===== src/rtl/alu_arbiter.sv =====
// Two-port arbiter in front of the shared combinational ALU: grants one request,
// owns the ALU input registers, and returns a registered result, zero flag and done pulse.
module alu_arbiter #(
  parameter int DW          = 8,
  parameter bit ROUND_ROBIN = 1'b1
) (
  input  logic          clk,
  input  logic          reset,
  input  logic          req0,
  input  logic [2:0]    cmd0,
  input  logic [1:0]    op0,
  input  logic [DW-1:0] a0,
  input  logic [DW-1:0] b0,
  output logic          gnt0,
  output logic          done0,
  output logic [DW-1:0] rslt0,
  output logic          zero0,
  input  logic          req1,
  input  logic [2:0]    cmd1,
  input  logic [1:0]    op1,
  input  logic [DW-1:0] a1,
  input  logic [DW-1:0] b1,
  output logic          gnt1,
  output logic          done1,
  output logic [DW-1:0] rslt1,
  output logic          zero1,
  output logic [2:0]    alu_cmd,
  output logic [1:0]    alu_op,
  output logic [DW-1:0] alu_a,
  output logic [DW-1:0] alu_b,
  input  logic [DW-1:0] alu_rslt,
  input  logic          alu_zero,
  output logic          busy
);

  typedef enum logic [1:0] {IDLE, EXEC, RESP} state_t;

  state_t state;
  logic   owner;
  logic   last_grant;
  logic   pick1;

  // Winner if a request is sampled this cycle; on contention round-robin
  // favours the port that was not granted last.
  always_comb begin
    pick1 = 1'b0;
    if (req1 && !req0)
      pick1 = 1'b1;
    else if (req0 && req1)
      pick1 = ROUND_ROBIN ? ~last_grant : 1'b0;
  end

  always_ff @(posedge clk) begin
    if (reset) begin
      state      <= IDLE;
      owner      <= 1'b0;
      last_grant <= 1'b1;
      alu_cmd    <= '0;
      alu_op     <= '0;
      alu_a      <= '0;
      alu_b      <= '0;
      gnt0       <= 1'b0;
      gnt1       <= 1'b0;
      done0      <= 1'b0;
      done1      <= 1'b0;
      rslt0      <= '0;
      rslt1      <= '0;
      zero0      <= 1'b0;
      zero1      <= 1'b0;
      busy       <= 1'b0;
    end else begin
      case (state)
        // IDLE: sample requests, latch the winner's operands into the ALU registers
        IDLE: begin
          if (req0 || req1) begin
            owner      <= pick1;
            last_grant <= pick1;
            alu_cmd    <= pick1 ? cmd1 : cmd0;
            alu_op     <= pick1 ? op1  : op0;
            alu_a      <= pick1 ? a1   : a0;
            alu_b      <= pick1 ? b1   : b0;
            gnt0       <= ~pick1;
            gnt1       <= pick1;
            busy       <= 1'b1;
            state      <= EXEC;
          end
        end
        // EXEC: ALU evaluates latched operands; capture into the owner's result only
        EXEC: begin
          gnt0 <= 1'b0;
          gnt1 <= 1'b0;
          if (owner) begin
            rslt1 <= alu_rslt;
            zero1 <= alu_zero;
            done1 <= 1'b1;
          end else begin
            rslt0 <= alu_rslt;
            zero0 <= alu_zero;
            done0 <= 1'b1;
          end
          state <= RESP;
        end
        // RESP: done is visible; park the ALU on cmd 000 / op 00
        RESP: begin
          done0   <= 1'b0;
          done1   <= 1'b0;
          alu_cmd <= '0;
          alu_op  <= '0;
          alu_a   <= '0;
          alu_b   <= '0;
          busy    <= 1'b0;
          state   <= IDLE;
        end
        default: state <= IDLE;
      endcase
    end
  end

endmodule


===== config.mk =====
export PLATFORM = sky130hd
export DESIGN_NAME = alu_arbiter
export DESIGN_NICKNAME = d
export VERILOG_FILES = /design/src/rtl/alu_arbiter.sv
export SDC_FILE = /design/constraint.sdc
export NUM_CORES = 1
export LEC_CHECK = 0
export CORE_ASPECT_RATIO = 1.5
export CORE_MARGIN = 2
export CORE_UTILIZATION = 36
export DETAILED_ROUTE_END_ITERATION = 8
export PLACE_DENSITY = 0.86
export SYNTH_ARGS = -nofsm -noshare
export SYNTH_HDL_FRONTEND = slang
export SYNTH_SLANG_ARGS = --single-unit

===== constraint.sdc =====
create_clock -name clk -period 1.5 [get_ports clk]
set_input_delay 0.375 -clock clk [delete_from_list [all_inputs] [get_ports clk]]
set_output_delay 0.375 -clock clk [all_outputs]
set_load 0.01 [all_outputs]

# After elaboration in Yosys (flattened, before gate mapping)
# Index checks and enable logic that the tools add are counted.
[classes]
n_eq_ne = 5
n_mux = 26
n_bitwise = 3
n_reduce_logical = 15
[ops]
columns = ["cell", "count"]
rows = [
  ["8-bit two-way mux", 4],
  ["8-bit one-hot mux with 2 select lines", 2],
  ["2-bit AND reduction", 7],
  ["1-bit one-hot mux with 2 select lines", 5],
  ["2-bit one-hot mux with 2 select lines", 2],
  ["1-bit two-way mux", 7],
  ["2-bit two-way mux", 3],
  ["3-bit two-way mux", 2],
  ["2-bit inequality test (second input constant)", 3],
  ["3-bit one-hot mux with 2 select lines", 1],
  ["2-bit nonzero test", 3],
  ["1-bit inverter", 3],
  ["2-bit by 1-bit equality test with 1-bit output (second input constant)", 1],
  ["2-bit equality test (second input constant)", 1],
  ["1-bit logical AND", 2],
  ["2-bit zero test", 1],
  ["1-bit zero test", 1],
  ["1-bit logical OR", 1],
]
[word_totals]
ff_bits = 48
in_bits = 55
output_inout_bits = 44
elab_cells = 65

# Depth between registers and ports, before layout
# Gate-level depths: netlist of run 1.
[logic_depth]
word_depth = 6
depth_mapped = 6
mapped_depth_nobuf = 3

# Least setup slack after synthesis of run 1
# OpenSTA, ideal clock, no wires.
[synth_path]
path_kind = "input to register"
from = "input req0"
to = "register alu_a[1]"
setup_ps = 119
t_arrival_ps = 1365
required_ps = 1381
slack_ps = 16
stages = 5
path_buffers = 2
cell_sequence = "buf_2 > a21boi_2 > buf_4 > mux2i_1 > o2bb2ai_4"
[synth_via]
elab_chain_cells = 6
[synth_lines]
columns = ["item", "line_no", "text"]
rows = [
  ["start, declared", "9", "input logic req0,"],
  ["1-bit logical AND / 1-bit zero test (equally long branches)", "49, 47", ""],
  ["1-bit two-way mux / 1-bit logical AND (equally long branches)", "49, 47", ""],
  ["1-bit two-way mux", "47", "if (req1 && !req0)"],
  ["8-bit two-way mux", "80", "alu_a <= pick1 ? a1 : a0;"],
  ["8-bit two-way mux", "75", "if (req0 || req1) begin"],
  ["8-bit one-hot mux with 2 select lines", "72", "case (state)"],
  ["end signal, assigned", "80", ""],
  ["end, declared", "29", "output logic [DW-1:0] alu_a,"],
]
# Parallel ways exist; a longest one is shown, timed or not. The select of a mux whose other input is x is not followed.
# A chain may end at the register's enable or synchronous reset.

==> metrics.cfg, run 1 <==
[power]
power-per-cell-area_nw_per_um2 = 977
total_design_power_mw = 3.15
ir_worst_vdd_v = 0.000780
static_leakage_nw = 1.48

[place]
placedCellCount = 353
dpl_cell_area_um2 = 3120
port_buffers = 98
setup_slack_placement_ns = -0.345
gp_congestion = 0.720
place_hpwl_um = 3830

[clocking]
cts.root.buffer_cell = sky130_fd_sc_hd__clkbuf_8
cts-buffers-inserted = 5
postCtsSetupRepairBufs = 0
numClockSinks = 48
ctsLongestPathBuffers = 2
tritoncts_clock_tree = built
clkSlewWorstSetupHoldPaths_ns = 0.08
worst_skew_pair.late_latency_ns = 0.29
htreeDepth = 2

[finish]
layout_commonest_cell = sky130_fd_sc_hd__clkdlybuf4s50_1
antenna_cells_inserted = 0
final-instance-count-excl-fill = 360
drive_gt1_share_pct = 13.8
syn2layout_area_growth_pct = 62.3
mostFrequentLayoutCells = sky130_fd_sc_hd__clkdlybuf4s50_1 (52), sky130_fd_sc_hd__dfxtp_1 (48), sky130_fd_sc_hd__dlygate4sd2_1 (44)
fin_nets = 345
finalInstanceArea_um2 = 3230

[critical_path]
worstPathMaxFanout = 17
crit_chain = clkdlybuf4s50_1, buf_4, o21ba_2, buf_12, o2bb2ai_1
setup.worst_path.class = input port to flop
critPathLaunchType = input port
timing.critical_path.arrival_ns = 1.53
critical_path.slowest_cell = sky130_fd_sc_hd__clkdlybuf4s50_1
worstSetupEndpointType = flop
critical_path_required_ns = 1.69
critical_path.max_stage_delay_ns = 0.49
worst-r2r-setup-slack_ns = 0.18

[sta]
fmax_ghz = 0.747
worst-slew-pin-transition_ns = 0.261
grt_setup_unrepaired = no
timing.final.setup_violations = 0
period_minus_slack_ns = 1.34
timing.max_slew.rel_slack_pct = 82.4
post-route-worst-setup-slack_ns = 0.161
report.final.hold_viol_count = 0
skew_ns = 0.00337
setup_total_negative_slack_ns = 0
finalCritPeriodShare_pct = 89.2
drv_slew = 0

[die]
die_area_um2 = 6150
num_io_pins = 99
core_um2 = 5410
initial_util_pct = 36.8
core.rowCount = 33
die_width_um = 64.7
die_height_um = 95.0

[route]
route.vias.total = 1753
vias_per_cell = 4.87
final_routed_wire_length_divided_by_cell_count_um = 13.7
wl_um = 4950
drt_iter0_drc = 38
drt_first_pass_iters = 4
drc_errors = 0
postRouteAntennaNets = 0

[grt]
grt_antenna_before_repair = 0
grt_pass1_vias = 1839
use_met3_pct = 3.78
grt.met2_usage_pct = 33.1
grt_start_max_net_pins = 21
grt_first_pass_wirelength_um = 7880
global_route.usage.met1_pct = 15.8
grt-ovfl-total = 0
grt.busiest_layer = met2
grtUsageTotal_pct = 16.3

[flow_run]
drv_cap = 0

[synthesis]
yosysSeqAreaShare_pct = 48.3
postSynthCellCount = 183
syn_area_per_cell_um2 = 10.9
synth_cell_type_count = 29
netlist_area_um2 = 1990
synth_seq_cells = 48
synthesis.nets = 238
ys.warnings.count = 0

[outcome]
run_status = complete, no violations

[worst_hold_path]
holdCritPathClass = flop to flop

-- sequential cells by signal, indices dropped and copies added (netlist names), 2 cells and up --
| signal | count |
|---|---|
| state | 2 |
| rslt0 | 8 |
| alu_op | 2 |
| rslt1 | 8 |
| alu_a | 8 |
| alu_cmd | 3 |
| alu_b | 8 |
-- cell usage after synthesis, drive strengths merged --
master	count	area, µm²
nand3	5	25.0
o21ba	1	10.0
nand2b	5	31.3
nand2	3	11.3
clkbuf	5	18.8
a21boi	1	11.3
a31oi	4	25.0
nor3b	1	7.51
dfxtp	48	961
nor3	1	5.00
or3	1	6.26
buf	10	86.3
a21oi	6	30.0
o2bb2ai	17	218
or2b	1	7.51
nand4	4	25.0
mux2i	35	350
nand3b	1	7.51
o211ai	1	7.51
inv	1	3.75
or2	1	8.76
nor2	22	82.6
o21ai	8	40.0
a221o	1	10.0
-- cell type report --
cell class                 count  area, µm²
tap                           70       87.6
multi-input combinational    119        947
timing repair buffer         115       1100
inverter                       1       3.75
clock buffer                   5       68.8
fill                         473       2180
clock inverter                 2       60.1
sequential                    48        961
-- report_power, final --
part / internal (mW) / switching [mW] / total, mW
Combinational: 0.382 / 0.285 / 0.667
Clock: 0.656 / 0.409 / 1.06
Sequential: 1.37 / 0.0558 / 1.42
-- path summary, 6_finish.rpt --
path | start | endpoint | cells after the start
worst max-delay path | reset | alu_b[4] | 5
worst min-delay path | done1 | done1 | 2
worst max register to register | state[0] | alu_b[4] | 4
worst min register to register | done1 | done1 | 2
-- worst max-delay path: cells and delay by family --
| kind | cells | cell delay (ns) |
|---|---|---|
| buffers and inverters | 3 | 0.83 |
| AOI/OAI and AO/OA | 2 | 0.31 |
-- metrics by stage --
stage / utilization (%) / hold WS (ns)
finish: 59.7 / 0.459
global route: 59.7 / 0.494
CTS: 59.3 / 0.466
detailed placement: 57.7 / 0.446
global placement: 57.7 / 0.444
floorplan: - / 0.481
-- what timing repair did --
item / 4_1_cts / 5_1_grt
endpoints found under the setup margin: 53 / 11
hold endpoints to repair: 0 / 0
gates resized for setup: 46 / 5
pin swaps: 0 / 0
hold buffers: 0 / 0
-- kinds of logic after synthesis --
kind of cell,share of synthesized area [%]
flops,48.3
simple gates,10.9
compound gates,17.7
mux,17.6
buf+inv,5.47
-- per-layer routing --
layer | up-vias | part of all wire, % | wire length [µm]
li1 | 870 | - | -
met1 | 817 | 36 | 1770
met2 | 59 | 58 | 2860
met3 | 7 | 5.2 | 259
met4 | 0 | 1.2 | 59
met5 | - | 0 | 0
Power figures use the tool's default switching activity.
==> run 2: changes to the inputs <==
- CAP_MARGIN: default -> 30
- CELL_PAD_IN_SITES_DETAIL_PLACEMENT: default -> 0
- CELL_PAD_IN_SITES_GLOBAL_PLACEMENT: default -> 1
- CORE_UTILIZATION: 36 -> 26
- CTS_CLUSTER_SIZE: default -> 24
- PLACE_DENSITY: 0.86 -> 0.84
==> run 2 against run 1 <==
Against the previous run: flip-flop and latch count did not move; critical path depth stayed put; routed wire length rose by 3.7%; combinational power up 5.5%; worst hold slack got worse by 0.0093 ns; sequential power about the same; fmax shrank 3.6%; critical path type unchanged.
==> metrics.cfg, run 2 (synthesis results as in run 1) <==
[critical_path]
worst-r2r-setup-slack_ns = 0.18  ; about the same
critical_path_required_ns = 1.67  ; -0.02 ns
rr_endpoint = alu_b[1]
critical_path.max_stage_delay_ns = 0.51  ; +0.02 ns
critPathLaunchType = input port
cp.buffers_inverters = 3  ; unchanged
timing.rr.start = state[0]
critical_path.top_delay_family = buffers and inverters
timing.critical_path.arrival_ns = 1.55  ; +0.02 ns
critical_path_cell_count = 5  ; unchanged
crit_chain = clkdlybuf4s50_1, buf_4, o21ba_2, buf_12, o2bb2ai_1
critical_path.slowest_cell = sky130_fd_sc_hd__clkdlybuf4s50_1
r2r.worst_path.cells = 4  ; unchanged
setup.worst_path.class = input port to flop
worstPathMaxFanout = 17  ; unchanged
worstSetupEndpointType = flop
cp-startpoint = reset

[power]
static_leakage_nw = 1.50  ; +1.0%
ir_worst_vdd_v = 0.000420  ; -46%
power-per-cell-area_nw_per_um2 = 950  ; -2.8%
total_design_power_mw = 3.16  ; +0.32%

[grt]
grt_first_pass_wirelength_um = 8520  ; +8.1%
grt_pass1_vias = 1783  ; -3.0%
grt-ovfl-total = 0  ; unchanged
grt_start_max_net_pins = 22  ; +4.8%
grtUsageTotal_pct = 13.1  ; -3.2 points
grt_antenna_before_repair = 0  ; unchanged

[outcome]
run_status = complete, no violations

[sta]
fmax_ghz = 0.720  ; -3.6%
whs_ns = 0.449  ; -0.00933 ns
timing.max_slew.rel_slack_pct = 83.6  ; +1.2 points
report.final.hold_viol_count = 0  ; unchanged
finalCritPeriodShare_pct = 92.6  ; +3.3 points
grt_setup_unrepaired = no
period_minus_slack_ns = 1.39  ; +0.0502 ns
worst-slew-pin-transition_ns = 0.243  ; -0.0172 ns
drv_slew = 0  ; unchanged
skew_ns = 0.00580  ; +0.00243 ns
timing.final.setup_violations = 0  ; unchanged

[route]
detail_route_met3_wl_um = 295  ; +14%
wl_um = 5130  ; +3.7%
vias_per_cell = 4.41  ; -9.4%
drt_first_pass_iters = 4  ; unchanged
detail_route.wirelength.met1_um = 1890  ; +6.7%
dr_wl_met2_um = 2850  ; -0.32%
drc_errors = 0  ; unchanged
route.vias.total = 1733  ; -1.1%
top_layer = met4
final_routed_wire_length_divided_by_cell_count_um = 13.0  ; -5.0%
drt_iter0_drc = 67  ; +76%
postRouteAntennaNets = 0  ; unchanged

[worst_hold_path]
holdPathEnd = done1
source_of_the_worst_hold_timing_path = done1
holdCritPathClass = flop to flop
min_path_cells = 2  ; unchanged

[finish]
finalInstanceArea_um2 = 3330  ; +3.2%
antenna_cells_inserted = 0  ; unchanged
layout_commonest_cell = sky130_fd_sc_hd__clkdlybuf4s50_1
finalCoreUtilization_pct = 44.3  ; -15 points
syn2layout_area_growth_pct = 67.4
fin_nets = 346  ; +0.29%
mostFrequentLayoutCells = sky130_fd_sc_hd__clkdlybuf4s50_1 (52), sky130_fd_sc_hd__dfxtp_1 (48), sky130_fd_sc_hd__dlygate4sd2_1 (46)
drive_gt1_share_pct = 14.1  ; +0.30 points
fillers = 766  ; +62%

[clocking]
htreeDepth = 2  ; unchanged
postCtsSetupRepairBufs = 0  ; unchanged
numClockSinks = 48  ; unchanged
tritoncts_clock_tree = built
cts-buffers-inserted = 5  ; unchanged
ctsLongestPathBuffers = 2  ; unchanged
cts.root.buffer_cell = sky130_fd_sc_hd__clkbuf_16
clkSlewWorstSetupHoldPaths_ns = 0.06  ; -0.02 ns
worst_skew_pair.late_latency_ns = 0.28  ; about the same
cts_resized = 52  ; +13%
cts_hold_repair.buffers = 0  ; unchanged

[die]
core_um2 = 7510  ; +39%
initial_util_pct = 26.5  ; -10 points
die_width_um = 75.4  ; +17%
die_height_um = 111  ; +17%
num_io_pins = 99  ; unchanged
core.rowCount = 39  ; +18%
die_area_um2 = 8380  ; +36%

[place]
dpl_cell_area_um2 = 3160  ; +1.0%
gp_congestion = 0.729  ; +1.2%
port_buffers = 98  ; unchanged
place_hpwl_um = 3770  ; -1.6%

[flow_run]
drv_cap = 0  ; unchanged

run 2: cell count changes in the layout (fill, tap and decap cells not counted), moves of 2 or more:
cell / delta
sky130_fd_sc_hd__bufbuf_16: +2
sky130_fd_sc_hd__clkbuf_16: +5
sky130_fd_sc_hd__bufinv_16: -2
sky130_fd_sc_hd__dlymetal6s2s_1: -2
sky130_fd_sc_hd__clkbuf_8: -5
sky130_fd_sc_hd__dlygate4sd2_1: +2
run 2: worst max path at each step:
stage,endpoint,slack (ns)
after global routing,alu_b[4],0.06
after global placement,alu_a[1],-0.28
final,alu_b[3],0.11
after CTS,alu_b[1],0.10
after floorplan,alu_a[1],0.02
after detailed placement,alu_a[1],-0.34
run 2: stage by stage:
step / TNS (ns) / setup WS, ns / instances
4_1_cts: 0 / 0.105 / 393
5_1_grt: 0 / 0.0566 / 393
3_3_place_gp: -5.16 / -0.278 / 384
2_1_floorplan: 0 / 0.0165 / 183
6_report: 0 / 0.111 / 393
3_5_place_dp: -6.32 / -0.344 / 384
run 2: metal layers:
metal	track usage (%)	up-vias
li1	-	870
met2	24.4	69
met4	4.21	0
met3	3.00	9
met1	13.7	785
met5	0	-
run 2: power by group:
group | internal, mW | leakage (nW) | switching, mW
logic | 0.413 | 1.04 | 0.291
registers | 1.37 | 0.394 | 0.0541
clock network | 0.606 | 0.0667 | 0.432
total | 2.39 | 1.50 | 0.777
run 2: final cells by class:
type,instances,area (µm²),share of cell area (%)
repair buffers,116,1150,34.4
flip-flops and latches,48,961,28.9
multi-input cells,119,958,28.8
clock buffers,6,129,3.87
well taps,102,128,3.83
clock inverters,1,5.00,0.150
inverters,1,3.75,0.113
run 2: worst min-delay path: cells and delay by family, from the launching register on:
family / cells / cell delay (ns)
flops: 1 / 0.30
simple gates: 1 / 0.05
compound gates: 1 / 0.05
==> run 3: changes to the inputs <==
- ABC_AREA: default -> 1
- CORE_UTILIZATION: 26 -> 25
- PLACE_DENSITY: 0.84 -> 0.87
- SLEW_MARGIN: default -> 20
==> run 3 against run 2 <==
Against the previous run: die area rose by 1.3%; worst hold slack lost 0.0012 ns; sequential share of layout area is 0.46 points higher; cell count grew 16%; global-route usage up 0.98 points.
==> metrics.cfg, run 3 <==
[critical_path]
setup.worst_path.class = input port to flop
worstSetupEndpointType = flop
critical_path_required_ns = 1.66  ; about the same
worstPathMaxFanout = 15  ; -2
timing.critical_path.arrival_ns = 1.61  ; +0.06 ns
critPathLaunchType = input port

[synthesis]
synthTopCellsByArea = sky130_fd_sc_hd__dfxtp_1 (50%), sky130_fd_sc_hd__nand2_1 (13%), sky130_fd_sc_hd__nand3_1 (7.7%)
postSynthCellCount = 243  ; +33%
yosysTopAreaCell = sky130_fd_sc_hd__dfxtp_1
yosysSeqAreaShare_pct = 49.6  ; +1.3 points
synthXorXnorAreaFrac_pct = 0  ; unchanged
edff_count_synth = 0  ; unchanged
ys.warnings.count = 0  ; unchanged
synth_async_sr_flop_share_pct = 0  ; unchanged
netlist_area_um2 = 1940  ; -2.6%
yosys.area_share.adder_pct = 0  ; unchanged
ys.flop_type = sky130_fd_sc_hd__dfxtp_1
synth_cell_type_count = 19  ; -34%
syn_area_per_cell_um2 = 7.98  ; -27%
synth_mux_area_share_pct = 0  ; -18 points
yosys.area.top_type_share_pct = 49.6  ; +1.3 points
synth_compound_gate_area_share_pct = 12.8  ; -4.9 points
synth_seq_cells = 48  ; unchanged
synth_top_family_by_area = simple AND/OR/NAND/NOR gates
post-synth-top-count-cell = sky130_fd_sc_hd__nand2_1
yosys-top-cells-count = sky130_fd_sc_hd__nand2_1 (68), sky130_fd_sc_hd__dfxtp_1 (48), sky130_fd_sc_hd__nand3_1 (30)
synth_simple_gate_area_share_pct = 31.8  ; +21 points
synthesis.nets = 298  ; +25%

[sta]
period_minus_slack_ns = 1.45  ; +0.0590 ns
post-route-worst-setup-slack_ns = 0.0522  ; -0.0590 ns
finalCritPeriodShare_pct = 96.5  ; +3.9 points
timing.max_slew.rel_slack_pct = 76.7  ; -6.9 points
report.final.hold_viol_count = 0  ; unchanged
timing.final.setup_violations = 0  ; unchanged
skew_ns = 0.00604  ; +0.000240 ns
worst-slew-pin-transition_ns = 0.348  ; +0.105 ns
setup_total_negative_slack_ns = 0  ; unchanged
fmax_ghz = 0.691  ; -4.1%
drv_slew = 0  ; unchanged
grt_setup_unrepaired = no
whs_ns = 0.448  ; -0.00120 ns

[clocking]
tritoncts_clock_tree = built
ctsLongestPathBuffers = 2  ; unchanged
cts.root.buffer_cell = sky130_fd_sc_hd__clkbuf_16
numClockSinks = 48  ; unchanged
clkSlewWorstSetupHoldPaths_ns = 0.06  ; about the same
worst_skew_pair.late_latency_ns = 0.28  ; about the same
htreeDepth = 2  ; unchanged
cts-buffers-inserted = 5  ; unchanged

[die]
initial_util_pct = 25.6  ; -0.85 points
core_um2 = 7560  ; +0.65%
num_io_pins = 99  ; unchanged
core.rowCount = 39  ; unchanged
die_area_um2 = 8490  ; +1.3%
die_height_um = 112  ; +0.63%
die_width_um = 75.9  ; +0.62%

[route]
detail_route_met3_wl_um = 351  ; +19%
drt_iter0_drc = 65  ; -3.0%
route.vias.total = 2036  ; +17%
dr_wl_met2_um = 3170  ; +11%
top_layer = met4
vias_per_cell = 4.46  ; +1.3%
wl_um = 5920  ; +15%
drt_first_pass_iters = 4  ; unchanged
drc_errors = 0  ; unchanged
postRouteAntennaNets = 0  ; unchanged
final_routed_wire_length_divided_by_cell_count_um = 13.0  ; -0.54%
detail_route.wirelength.met1_um = 2310  ; +22%

[finish]
syn2layout_area_growth_pct = 69.1
mostFrequentLayoutCells = sky130_fd_sc_hd__nand2_1 (66), sky130_fd_sc_hd__clkdlybuf4s50_1 (53), sky130_fd_sc_hd__dfxtp_1 (48)
layout_commonest_cell = sky130_fd_sc_hd__nand2_1
drive_gt1_share_pct = 14.4  ; +0.32 points
antenna_cells_inserted = 0  ; unchanged
final-instance-count-excl-fill = 456  ; +16%
fin_nets = 408  ; +18%

[worst_hold_path]
holdCritPathClass = flop to flop

[grt]
grt_first_pass_wirelength_um = 9230  ; +8.3%
grtUsageTotal_pct = 14.1  ; +0.98 points
grt_start_max_net_pins = 19  ; -14%
grt_pass1_vias = 1918  ; +7.6%
grt_antenna_before_repair = 0  ; unchanged
grt-ovfl-total = 0  ; unchanged

[place]
port_buffers = 98  ; unchanged
gp_congestion = 0.786  ; +7.8%
setup_slack_placement_ns = -0.261  ; +0.0826 ns
place_hpwl_um = 4550  ; +21%
placedCellCount = 448  ; +17%

[power]
static_leakage_nw = 1.51  ; +0.71%
power-per-cell-area_nw_per_um2 = 1040  ; +9.9%
ir_worst_vdd_v = 0.000581  ; +38%

[outcome]
run_status = complete, no violations

[flow_run]
drv_cap = 0  ; unchanged

## run 3: changes by cell type after synthesis, sizes merged, moves of 5 or more
cell / change
nand2: +67
or2: +16
a21oi: +18
o2bb2ai: -17
nor2: -17
nand3: +25
inv: +8
o211ai: +16
o21ai: -8
nand2b: -5
mux2i: -35
## run 3: cells by family (layout without fill, tap and decap cells)
logic type / after synthesis / after routing
simple gates: 130 / 130
flops: 48 / 48
compound gates: 41 / 41
buf+inv: 24 / 135
## run 3: power by group
part | internal [mW] | total [mW] | leakage, nW | switching (mW)
clock | 0.835 | 1.30 | 0.0871 | 0.470
sequential | 1.38 | 1.43 | 0.394 | 0.0511
combinational | 0.365 | 0.691 | 1.03 | 0.326
## run 3: repair_timing
action	CTS	global route
resized for setup	44	4
setup buffers	0	0
hold buffers	0	0
setup endpoints to repair	44	16
## run 3: area by class of cell
class / instances / area (µm²)
Tap cell: 102 / 128
Multi-Input combinational cell: 171 / 870
Clock inverter: 2 / 38.8
Sequential cell: 48 / 961
Fill cell: 776 / 4290
Clock buffer: 6 / 139
Inverter: 11 / 41.3
Timing Repair Buffer: 116 / 1100
## run 3: final timing paths
kind            start  cells past startpoint        to  slack (ns)
min reg2reg  alu_a[2]                      2  alu_a[2]        0.45
min          alu_a[2]                      2  alu_a[2]        0.45
max reg2reg  state[0]                      5     zero0        0.22
max              req0                      7  alu_b[4]        0.05
## run 3: critical path, cell delays in order
cell,delay [ns]
sky130_fd_sc_hd__clkdlybuf4s50_1,0.45
sky130_fd_sc_hd__nand2_2,0.10
sky130_fd_sc_hd__nand2_2,0.07
sky130_fd_sc_hd__buf_4,0.18
sky130_fd_sc_hd__or2_2,0.28
sky130_fd_sc_hd__o211ai_1,0.09
sky130_fd_sc_hd__nand2_1,0.08
## run 3: layer usage
metal | track usage, % | vias up
met5 | 0 | -
met2 | 25.6 | 74
met4 | 4.21 | 0
li1 | - | 1033
met3 | 3.44 | 10
met1 | 15.4 | 919
## run 3: through the flow
step / instance area (µm²) / total power [mW] / utilization, %
finish: 3280 / 3.42 / 43.3
global route: 3280 / 3.62 / 43.3
CTS: 3270 / 3.47 / 43.2
detailed placement: 3150 / 2.21 / 41.6
global placement: 3150 / 2.20 / 41.6
floorplan: 1940 / 1.76 / -
